**config.mk**
```make
export PLATFORM = sky130hd
export DESIGN_NAME = lsu_flat
export DESIGN_NICKNAME = d
export VERILOG_FILES = /design/src/rtl/lsu_if.sv /design/src/rtl/lsu.sv /design/src/flat_wrapper.sv
export SDC_FILE = /design/constraint.sdc
export NUM_CORES = 1
export LEC_CHECK = 0
export CAP_MARGIN = 20
export CORE_MARGIN = 2
export CORE_UTILIZATION = 43
export DETAILED_ROUTE_END_ITERATION = 8
export PLACE_DENSITY = 0.81
export RECOVER_POWER = 100
export SLEW_MARGIN = 30
export SYNTH_ARGS = -nofsm -noshare
export SYNTH_HDL_FRONTEND = slang
export SYNTH_SLANG_ARGS = --single-unit
```
**constraint.sdc**
```tcl
create_clock -name clk -period 5.6 [get_ports clk]
set_input_delay 1.12 -clock clk [delete_from_list [all_inputs] [get_ports clk]]
set_output_delay 1.12 -clock clk [all_outputs]
set_load 0.03 [all_outputs]
```
**src/rtl/lsu_if.sv**
```systemverilog
// lsu_if: word-addressed request/acknowledge data-memory port with byte enables
interface lsu_if;
    logic        req;
    logic        we;
    logic [31:0] addr;
    logic [31:0] wdata;
    logic [3:0]  be;
    logic        ack;
    logic [31:0] rdata;
    modport master (output req, we, addr, wdata, be, input ack, rdata);
    modport slave  (input req, we, addr, wdata, be, output ack, rdata);
endinterface

```
**src/rtl/lsu.sv**
```systemverilog
// lsu: RV32I memory stage with lane steering, load extension, ack timeout and registered writeback
module lsu #(
    parameter int TIMEOUT = 255
) (
    input  logic        clk,
    input  logic        rst,
    input  logic        i_ex_valid,
    input  logic        i_ex_memRead,
    input  logic        i_ex_memWrite,
    input  logic        i_ex_regWrite,
    input  logic [2:0]  i_ex_funct3,
    input  logic [4:0]  i_ex_rd,
    input  logic [31:0] i_ex_addr,
    input  logic [31:0] i_ex_result,
    input  logic [31:0] i_ex_storeData,
    output logic        o_stall,
    lsu_if.master       mem,
    output logic        o_wb_valid,
    output logic [4:0]  o_wb_rd,
    output logic [31:0] o_wb_data,
    output logic        o_wb_regWrite,
    output logic        o_wb_fault,
    output logic [1:0]  o_wb_faultCause
);
    typedef enum logic {S_IDLE, S_REQ} state_t;
    state_t      r_state;
    logic [7:0]  r_cnt;
    logic [1:0]  r_off;
    logic [2:0]  r_f3;
    logic [4:0]  r_rd;
    logic        r_we;
    logic [31:0] r_addr;
    logic [31:0] r_wdata;
    logic [3:0]  r_be;
    logic        r_wb_valid;
    logic [4:0]  r_wb_rd;
    logic [31:0] r_wb_data;
    logic        r_wb_regWrite;
    logic        r_wb_fault;
    logic [1:0]  r_wb_cause;
    logic        w_mem;
    logic        w_ill;
    logic        w_mis;
    logic        w_bad;
    logic        w_go;
    logic        w_done;
    logic        w_tmo;
    logic [3:0]  w_be;
    logic [31:0] w_wdata;
    logic [31:0] w_shift;
    logic [31:0] w_load;
    always_comb begin
        w_mem   = i_ex_memRead | i_ex_memWrite;
        w_ill   = (i_ex_memRead & i_ex_memWrite)
                | (i_ex_memRead & (i_ex_funct3 == 3'b011 || i_ex_funct3[2:1] == 2'b11))
                | (i_ex_memWrite & (i_ex_funct3 > 3'b010));
        w_mis   = (i_ex_funct3[1:0] == 2'b01 && i_ex_addr[0])
                | (i_ex_funct3[1:0] == 2'b10 && i_ex_addr[1:0] != 2'b00);
        w_bad   = i_ex_valid & w_mem & (w_ill | w_mis);
        w_go    = (r_state == S_IDLE) & i_ex_valid & w_mem & ~w_ill & ~w_mis;
        w_done  = (r_state == S_REQ) & mem.ack;
        w_tmo   = (r_state == S_REQ) & ~mem.ack & (r_cnt == 8'(TIMEOUT - 1));
        o_stall = w_go | ((r_state == S_REQ) & ~mem.ack & ~w_tmo);
        w_be    = i_ex_funct3[1:0] == 2'b00 ? 4'b0001 << i_ex_addr[1:0] :
                  i_ex_funct3[1:0] == 2'b01 ? (i_ex_addr[1] ? 4'b1100 : 4'b0011) : 4'b1111;
        w_wdata = i_ex_funct3[1:0] == 2'b00 ? {4{i_ex_storeData[7:0]}} :
                  i_ex_funct3[1:0] == 2'b01 ? {2{i_ex_storeData[15:0]}} : i_ex_storeData;
        w_shift = mem.rdata >> {r_off, 3'b000};
        w_load  = r_f3[1:0] == 2'b00 ? {{24{~r_f3[2] & w_shift[7]}}, w_shift[7:0]} :
                  r_f3[1:0] == 2'b01 ? {{16{~r_f3[2] & w_shift[15]}}, w_shift[15:0]} : w_shift;
    end
    always_ff @(posedge clk or posedge rst) begin
        if (rst) begin
            r_state       <= S_IDLE;
            r_cnt         <= '0;
            r_off         <= '0;
            r_f3          <= '0;
            r_rd          <= '0;
            r_we          <= 1'b0;
            r_addr        <= '0;
            r_wdata       <= '0;
            r_be          <= '0;
            r_wb_valid    <= 1'b0;
            r_wb_rd       <= '0;
            r_wb_data     <= '0;
            r_wb_regWrite <= 1'b0;
            r_wb_fault    <= 1'b0;
            r_wb_cause    <= '0;
        end else if (r_state == S_IDLE) begin
            r_wb_valid    <= i_ex_valid & ~w_go;
            r_wb_rd       <= i_ex_rd;
            r_wb_data     <= w_mem ? '0 : i_ex_result;
            r_wb_regWrite <= i_ex_valid & ~w_mem & i_ex_regWrite;
            r_wb_fault    <= w_bad;
            r_wb_cause    <= ~w_bad ? 2'b00 : w_ill ? 2'b11 : 2'b01;
            if (w_go) begin
                r_state <= S_REQ;
                r_cnt   <= '0;
                r_off   <= i_ex_addr[1:0];
                r_f3    <= i_ex_funct3;
                r_rd    <= i_ex_rd;
                r_we    <= i_ex_memWrite;
                r_addr  <= {i_ex_addr[31:2], 2'b00};
                r_wdata <= i_ex_memWrite ? w_wdata : '0;
                r_be    <= w_be;
            end
        end else begin
            r_wb_valid    <= w_done | w_tmo;
            r_wb_rd       <= r_rd;
            r_wb_data     <= (w_done & ~r_we) ? w_load : '0;
            r_wb_regWrite <= w_done & ~r_we;
            r_wb_fault    <= w_tmo;
            r_wb_cause    <= w_tmo ? 2'b10 : 2'b00;
            r_cnt         <= r_cnt + 8'd1;
            if (w_done | w_tmo) r_state <= S_IDLE;
        end
    end
    assign mem.req         = r_state == S_REQ;
    assign mem.we          = r_we;
    assign mem.addr        = r_addr;
    assign mem.wdata       = r_wdata;
    assign mem.be          = r_be;
    assign o_wb_valid      = r_wb_valid;
    assign o_wb_rd         = r_wb_rd;
    assign o_wb_data       = r_wb_data;
    assign o_wb_regWrite   = r_wb_regWrite;
    assign o_wb_fault      = r_wb_fault;
    assign o_wb_faultCause = r_wb_cause;
endmodule

```
**src/flat_wrapper.sv**
```systemverilog
// flat-port wrapper written by rule: the top's interface ports become plain ports
module lsu_flat 
#(
    parameter int TIMEOUT = 255
)
  (clk, rst, i_ex_valid, i_ex_memRead, i_ex_memWrite, i_ex_regWrite, i_ex_funct3, i_ex_rd, i_ex_addr, i_ex_result, i_ex_storeData, o_stall, o_wb_valid, o_wb_rd, o_wb_data, o_wb_regWrite, o_wb_fault, o_wb_faultCause, mem_req, mem_we, mem_addr, mem_wdata, mem_be, mem_ack, mem_rdata);
  lsu_if mem_i ();
  input  logic clk;
  input  logic rst;
  input  logic i_ex_valid;
  input  logic i_ex_memRead;
  input  logic i_ex_memWrite;
  input  logic i_ex_regWrite;
  input  logic [2:0] i_ex_funct3;
  input  logic [4:0] i_ex_rd;
  input  logic [31:0] i_ex_addr;
  input  logic [31:0] i_ex_result;
  input  logic [31:0] i_ex_storeData;
  output logic o_stall;
  output logic o_wb_valid;
  output logic [4:0] o_wb_rd;
  output logic [31:0] o_wb_data;
  output logic o_wb_regWrite;
  output logic o_wb_fault;
  output logic [1:0] o_wb_faultCause;
  output wire logic [$bits(mem_i.req)-1:0] mem_req;
  output wire logic [$bits(mem_i.we)-1:0] mem_we;
  output wire logic [$bits(mem_i.addr)-1:0] mem_addr;
  output wire logic [$bits(mem_i.wdata)-1:0] mem_wdata;
  output wire logic [$bits(mem_i.be)-1:0] mem_be;
  input wire logic [$bits(mem_i.ack)-1:0] mem_ack;
  input wire logic [$bits(mem_i.rdata)-1:0] mem_rdata;
  assign mem_req = mem_i.req;
  assign mem_we = mem_i.we;
  assign mem_addr = mem_i.addr;
  assign mem_wdata = mem_i.wdata;
  assign mem_be = mem_i.be;
  assign mem_i.ack = mem_ack;
  assign mem_i.rdata = mem_rdata;
  lsu #(.TIMEOUT(TIMEOUT)) u_core (.clk(clk), .rst(rst), .i_ex_valid(i_ex_valid), .i_ex_memRead(i_ex_memRead), .i_ex_memWrite(i_ex_memWrite), .i_ex_regWrite(i_ex_regWrite), .i_ex_funct3(i_ex_funct3), .i_ex_rd(i_ex_rd), .i_ex_addr(i_ex_addr), .i_ex_result(i_ex_result), .i_ex_storeData(i_ex_storeData), .o_stall(o_stall), .mem(mem_i), .o_wb_valid(o_wb_valid), .o_wb_rd(o_wb_rd), .o_wb_data(o_wb_data), .o_wb_regWrite(o_wb_regWrite), .o_wb_fault(o_wb_fault), .o_wb_faultCause(o_wb_faultCause));
endmodule
```
# After elaboration in Yosys (flattened, before gate mapping)
# Cells that the tools add are included.
dict set report totals {
  regBits 128
  inputBits 143
  out_inout_bits 113
  word_cells 92
}
dict set report classes {
  n_addsub 1
  n_lt_le_gt_ge 1
  eq_ne 6
  n_shift 2
  mux 24
  bitwise_logic 35
  reduce_logical 8
}
# op count
set op_table {}
lappend op_table {{$mux 32} 8}
lappend op_table {{$shr 32x5->32} 1}
lappend op_table {{$and 1x1->1} 19}
lappend op_table {{$mux 8} 2}
lappend op_table {{$mux 4} 3}
lappend op_table {{$not 1->1} 9}
lappend op_table {{$add 8x1->8 const B} 1}
lappend op_table {{$eq 8x8->1 const B} 1}
lappend op_table {{$mux 2} 4}
lappend op_table {{$or 1x1->1} 7}
lappend op_table {{$mux 1} 6}
lappend op_table {{$mux 5} 1}
lappend op_table {{$eq 2x1->1 const B} 2}
lappend op_table {{$eq 2x2->1 const B} 2}
lappend op_table {{$logic_not 2->1} 2}
lappend op_table {{$reduce_bool 2->1} 2}
lappend op_table {{$shl 1x2->4 const A} 1}
lappend op_table {{$eq 3x2->1 const B} 1}
lappend op_table {{$gt 3x2->1 const B} 1}
lappend op_table {{$logic_and 1x1->1} 2}
lappend op_table {{$reduce_and 2->1} 1}
lappend op_table {{$logic_or 1x1->1} 1}

# Logic depth before layout (Yosys ltp)
dict set report depth {
  ltp_word 11
  ltp_mapped 7
}

# Worst setup path before layout
# No wires, ideal clock.
dict set report synth_path {
  kind {input -> output}
  start {in i_ex_memWrite}
  end {out o_stall}
  arrival_ns 2.724
  required_ns 4.480
  setup_slack_ns 1.756
  stages 7
  path_buffers 3
  cell_sequence {buf_2 -> o211ai_2 -> nand3_2 -> nor4_4 -> buf_6 -> buf_6 -> o21bai_1}
}
dict set report synth_via {
  elab_chain_len 7
}
# element line
set synth_rtl {}
lappend synth_rtl {{start: declaration} flat_wrapper.sv:12} ;# input logic i_ex_memWrite;
lappend synth_rtl {{$and 1x1->1} lsu.sv:54} ;# w_ill = (i_ex_memRead & i_ex_memWrite)
lappend synth_rtl {{$or 1x1->1} lsu.sv:55} ;# | (i_ex_memRead & (i_ex_funct3 == 3'b011 || i_ex_funct3[2:1] == 2'b11))
lappend synth_rtl {{$or 1x1->1} lsu.sv:56} ;# | (i_ex_memWrite & (i_ex_funct3 > 3'b010));
lappend synth_rtl {{$not 1->1} lsu.sv:60} ;# w_go = (r_state == S_IDLE) & i_ex_valid & w_mem & ~w_ill & ~w_mis;
lappend synth_rtl {{$and 1x1->1 * (2 in series)} lsu.sv:60}
lappend synth_rtl {{$or 1x1->1 *} lsu.sv:63} ;# o_stall = w_go | ((r_state == S_REQ) & ~mem.ack & ~w_tmo);
lappend synth_rtl {{end: declaration} flat_wrapper.sv:19} ;# output logic o_stall;
# Every way passes the cells marked *; elsewhere a longest branch is shown, timed or not.

# Final worst setup path
dict set report layout_path {
  start {in i_ex_memWrite}
  end {reg u_core.r_addr[9] (netlist: u_core.mem.addr[9])}
}
dict set report layout_via {
  elab_chain_len 7
}
# element line
set layout_rtl {}
lappend layout_rtl {{$and 1x1->1} lsu.sv:54}
lappend layout_rtl {{$or 1x1->1} lsu.sv:55}
lappend layout_rtl {{$or 1x1->1} lsu.sv:56}
lappend layout_rtl {{$not 1->1} lsu.sv:60}
lappend layout_rtl {{$and 1x1->1 * (2 in series)} lsu.sv:60}
lappend layout_rtl {{$reduce_and 2->1 (no line) *} -}
lappend layout_rtl {{end signal: assignment} lsu.sv:103} ;# r_addr <= {i_ex_addr[31:2], 2'b00};
lappend layout_rtl {{end: declaration} lsu.sv:32} ;# logic [31:0] r_addr;
# Marks and branches as above.
# A chain may end at the register's enable or synchronous reset.

==> results.py <==
metrics = {
    "critical_path": {
        "path_class": "in2reg",
        "reg2reg_to": "u_core.mem.addr[9]",
        "rrSetupSlack_ps": 2100,
        "cp.required_ps": 5890,
        "reg2reg_depth": 4,
        "cp-start-kind": "input pin",
        "crit_fanout": 87,
        "timing.rr.start": "u_core.mem.req",
        "crit_path_end_kind": "flip-flop",
        "worstPathArrival_ps": 4810,
    },
    "route": {
        "vias": 5028,
        "totalWireLength_um": 18160,
        "drc": 0,
        "vias_per_cell": 5.293,
        "drt_iter0_drc": 212,
        "wl_per_cell_um": 19.11,
        "ant_nets": 0,
        "first_pass_iters": 4,
    },
    "outcome": {
        "status": "finished with violations",
        "violations": "capacitance limit, slew limit",
    },
    "timing": {
        "rsz0062_at_grt": "false",
        "fin_crit_ps": 4522,
        "fin_skew_ps": 10.63,
        "relSlewSlack_pct": -53.74,
        "hold_viol": 0,
        "max_slew.worst_pin.slew_ps": 2301,
        "period_share_pct": 80.75,
        "setup-tns-final_ps": 0,
        "finalSetupViolations": 0,
        "finalMaxSlewViolations": 198,
        "fmax_mhz": 221.1,
    },
    "cells_and_area": {
        "n_antenna_cell": 0,
        "fin_nets": 903,
        "final_cell_mix": "clkdlybuf4s50_1, dfrtp_1, dlygate4sd3_1",
        "drive_gt1_share_pct": 14.55,
        "final_util_pct": 66.93,
        "final_common_cell": "clkdlybuf4s50_1",
        "syn_to_final_growth_pct": 51.96,
        "layout.cells.non_filler": 950,
        "design_area_um2": 9290,
    },
    "die": {
        "fp.dieH_um": 123.2,
        "initial_core_util_pct": 44.04,
        "die-area_um2": 15190,
        "die_w_um": 123.2,
        "core_um2": 13880,
        "ioPinCount": 256,
        "row_count": 43,
    },
    "synthesis": {
        "synth_edf_count": 0,
        "syn_inst": 512,
        "ys.flop_type": "dfrtp_1",
        "synth_top_area_share_pct": 52.39,
        "netlist_area_um2": 6113,
        "yosysSeqAreaShare_pct": 52.39,
        "postSynth.asyncResetShare_pct": 100.0,
        "yosysWarningCount": 0,
        "ys_types": 46,
        "synth_top_area_cell": "dfrtp_1",
        "synth_seq_cells": 128,
        "synth.area.top_cells": "dfrtp_1, mux2_2, mux2i_1, nand2_1, a221o_1",
        "synth.avg_cell_area_um2": 11.94,
    },
    "pwr": {
        "clkPwrFrac_pct": 29.6,
        "cellPowerDensity_nw_per_um2": 409.3,
        "pwr-share-seq_pct": 34.6,
        "combPwrFrac_pct": 35.9,
        "switching_share_pct": 35.03,
        "vdd_drop_max_uv": 204.8,
        "cellLeakagePower_nw": 4.115,
        "power.switching_mw": 1.332,
        "p_int_mw": 2.471,
    },
    "clocking": {
        "clock_sinks": 128,
        "worstSkewPairLatency_ps": 410,
        "htreeDepth": 4,
        "cts_tree": "done",
        "cts_buffer_depth": 2,
        "cts_hold_buffers": 0,
        "path_clk_slew_ps": 60,
        "cts_inserted_buffers": 17,
        "post_cts_buffers": 0,
        "postCtsResizedCells": 0,
        "cts-root-buf": "clkbuf_16",
    },
    "hold_path": {
        "hold_class": "reg2reg",
        "holdPathStages": 1,
        "min_from": "u_core.mem.wdata[11]",
        "hold_path_end": "u_core.mem.wdata[11]",
    },
    "global_routing": {
        "overflow": 0,
        "antenna_found_initial": 2,
        "grtUsageTotal_pct": 23.90,
        "grt_pass1_vias": 5168,
        "grt_max_degree": 110,
        "grt_pass1_wl_um": 27370,
    },
    "placed_design": {
        "gp_congestion": 0.8811,
        "place_area_um2": 8720,
        "io_buffers": 253,
        "hpwlAfterDp_um": 13070,
        "placed_cells": 919,
    },
    "run": {
        "drv_cap": 2,
    },
}
## cell type report
cell class	instances	area (um^2)
clock buffers	19	442.9
clock inverters	12	161.4
fillers	1043	4591
inverters	21	82.58
multi-input cells	329	2599
flip-flops and latches	128	3203
well taps	180	225.2
repair buffers	261	2576
## metrics by stage
stage	power [mW]	hold WS (ps)	setup slack (ps)
2_1_floorplan	2.139	467.0	1067
3_3_place_gp	2.734	483.0	1736
3_5_place_dp	2.770	473.7	1692
4_1_cts	3.915	497.0	1686
5_1_grt	3.987	522.1	806.6
6_report	3.803	483.4	1078
## power groups by stage
| stage | combinational [mW] | clock, mW | sequential [mW] |
|---|---|---|---|
| 2_1_floorplan | 0.468 | 0 | 1.67 |
| 3_3_place_gp | 1.41 | 0 | 1.32 |
| 3_5_place_dp | 1.43 | 0 | 1.34 |
| 4_1_cts | 1.44 | 1.14 | 1.33 |
| 5_1_grt | 1.45 | 1.18 | 1.35 |
| 6_report | 1.36 | 1.12 | 1.31 |
## cells in the mapped netlist, drive strengths merged (2+ instances only)
cell type and count:
a221o 16, mux2 74, o211ai 9, o22ai 5, a21o 2, o21ai 20
o21bai 2, nand2b 6, clkbuf 14, nand2 51, ha 2, a22o 17
dfrtp 128, mux2i 47, inv 20, xor2 5, xnor2 2, nand3 9
a21boi 9, nor3 3, nor2b 13, nor2 10, a21oi 12, buf 21
a31oi 2
## critical path, stage by stage
cell and delay [ps]:
dlygate4sd3_1 530, buf_4 250, o211ai_1 220, nand3_1 180, nor4_4 320, clkbuf_2 1620
mux2_2 460
## routing by layer
| metal | share of wire, % | global-route usage [%] |
|---|---|---|
| met5 | 0.13 | 0 |
| met4 | 2.3 | 9.375 |
| met3 | 10 | 8.579 |
| met2 | 50 | 41.17 |
| met1 | 38 | 26.95 |
## registers in the layout, summed over array words and instances, names as in the netlist
name	flops
u_core.mem.addr	30
u_core.mem.be	4
u_core.mem.req	1
u_core.mem.wdata	32
u_core.mem.we	1
u_core.o_wb_data	32
u_core.o_wb_fault	1
u_core.o_wb_faultCause	2
u_core.o_wb_rd	5
u_core.o_wb_regWrite	1
u_core.o_wb_valid	1
u_core.r_cnt	8
u_core.r_f3	3
u_core.r_off	2
u_core.r_rd	5
## kinds of logic after synthesis
family	count (synthesis)	share of synthesized area (%)
DFF	128	52.39
muxes	122	21.69
and+or+nand+nor	100	8.003
AOI/OAI and AO/OA	96	11.44
buffers and inverters	56	4.994
xor gates and xnor gates	7	1.003
adders and majority gates	2	0.4093
other	1	0.06134
## worst max path at each step
stage                              start                   end
after global placement     i_ex_memWrite  u_core.mem.wdata[16]
after CTS                 i_ex_funct3[1]               o_stall
final                      i_ex_memWrite    u_core.mem.addr[9]
after global routing       i_ex_memWrite  u_core.mem.wdata[17]
after detailed placement  i_ex_funct3[1]               o_stall
after floorplan                      rst   u_core.mem.addr[10]
(Power assumes the default switching activity.)
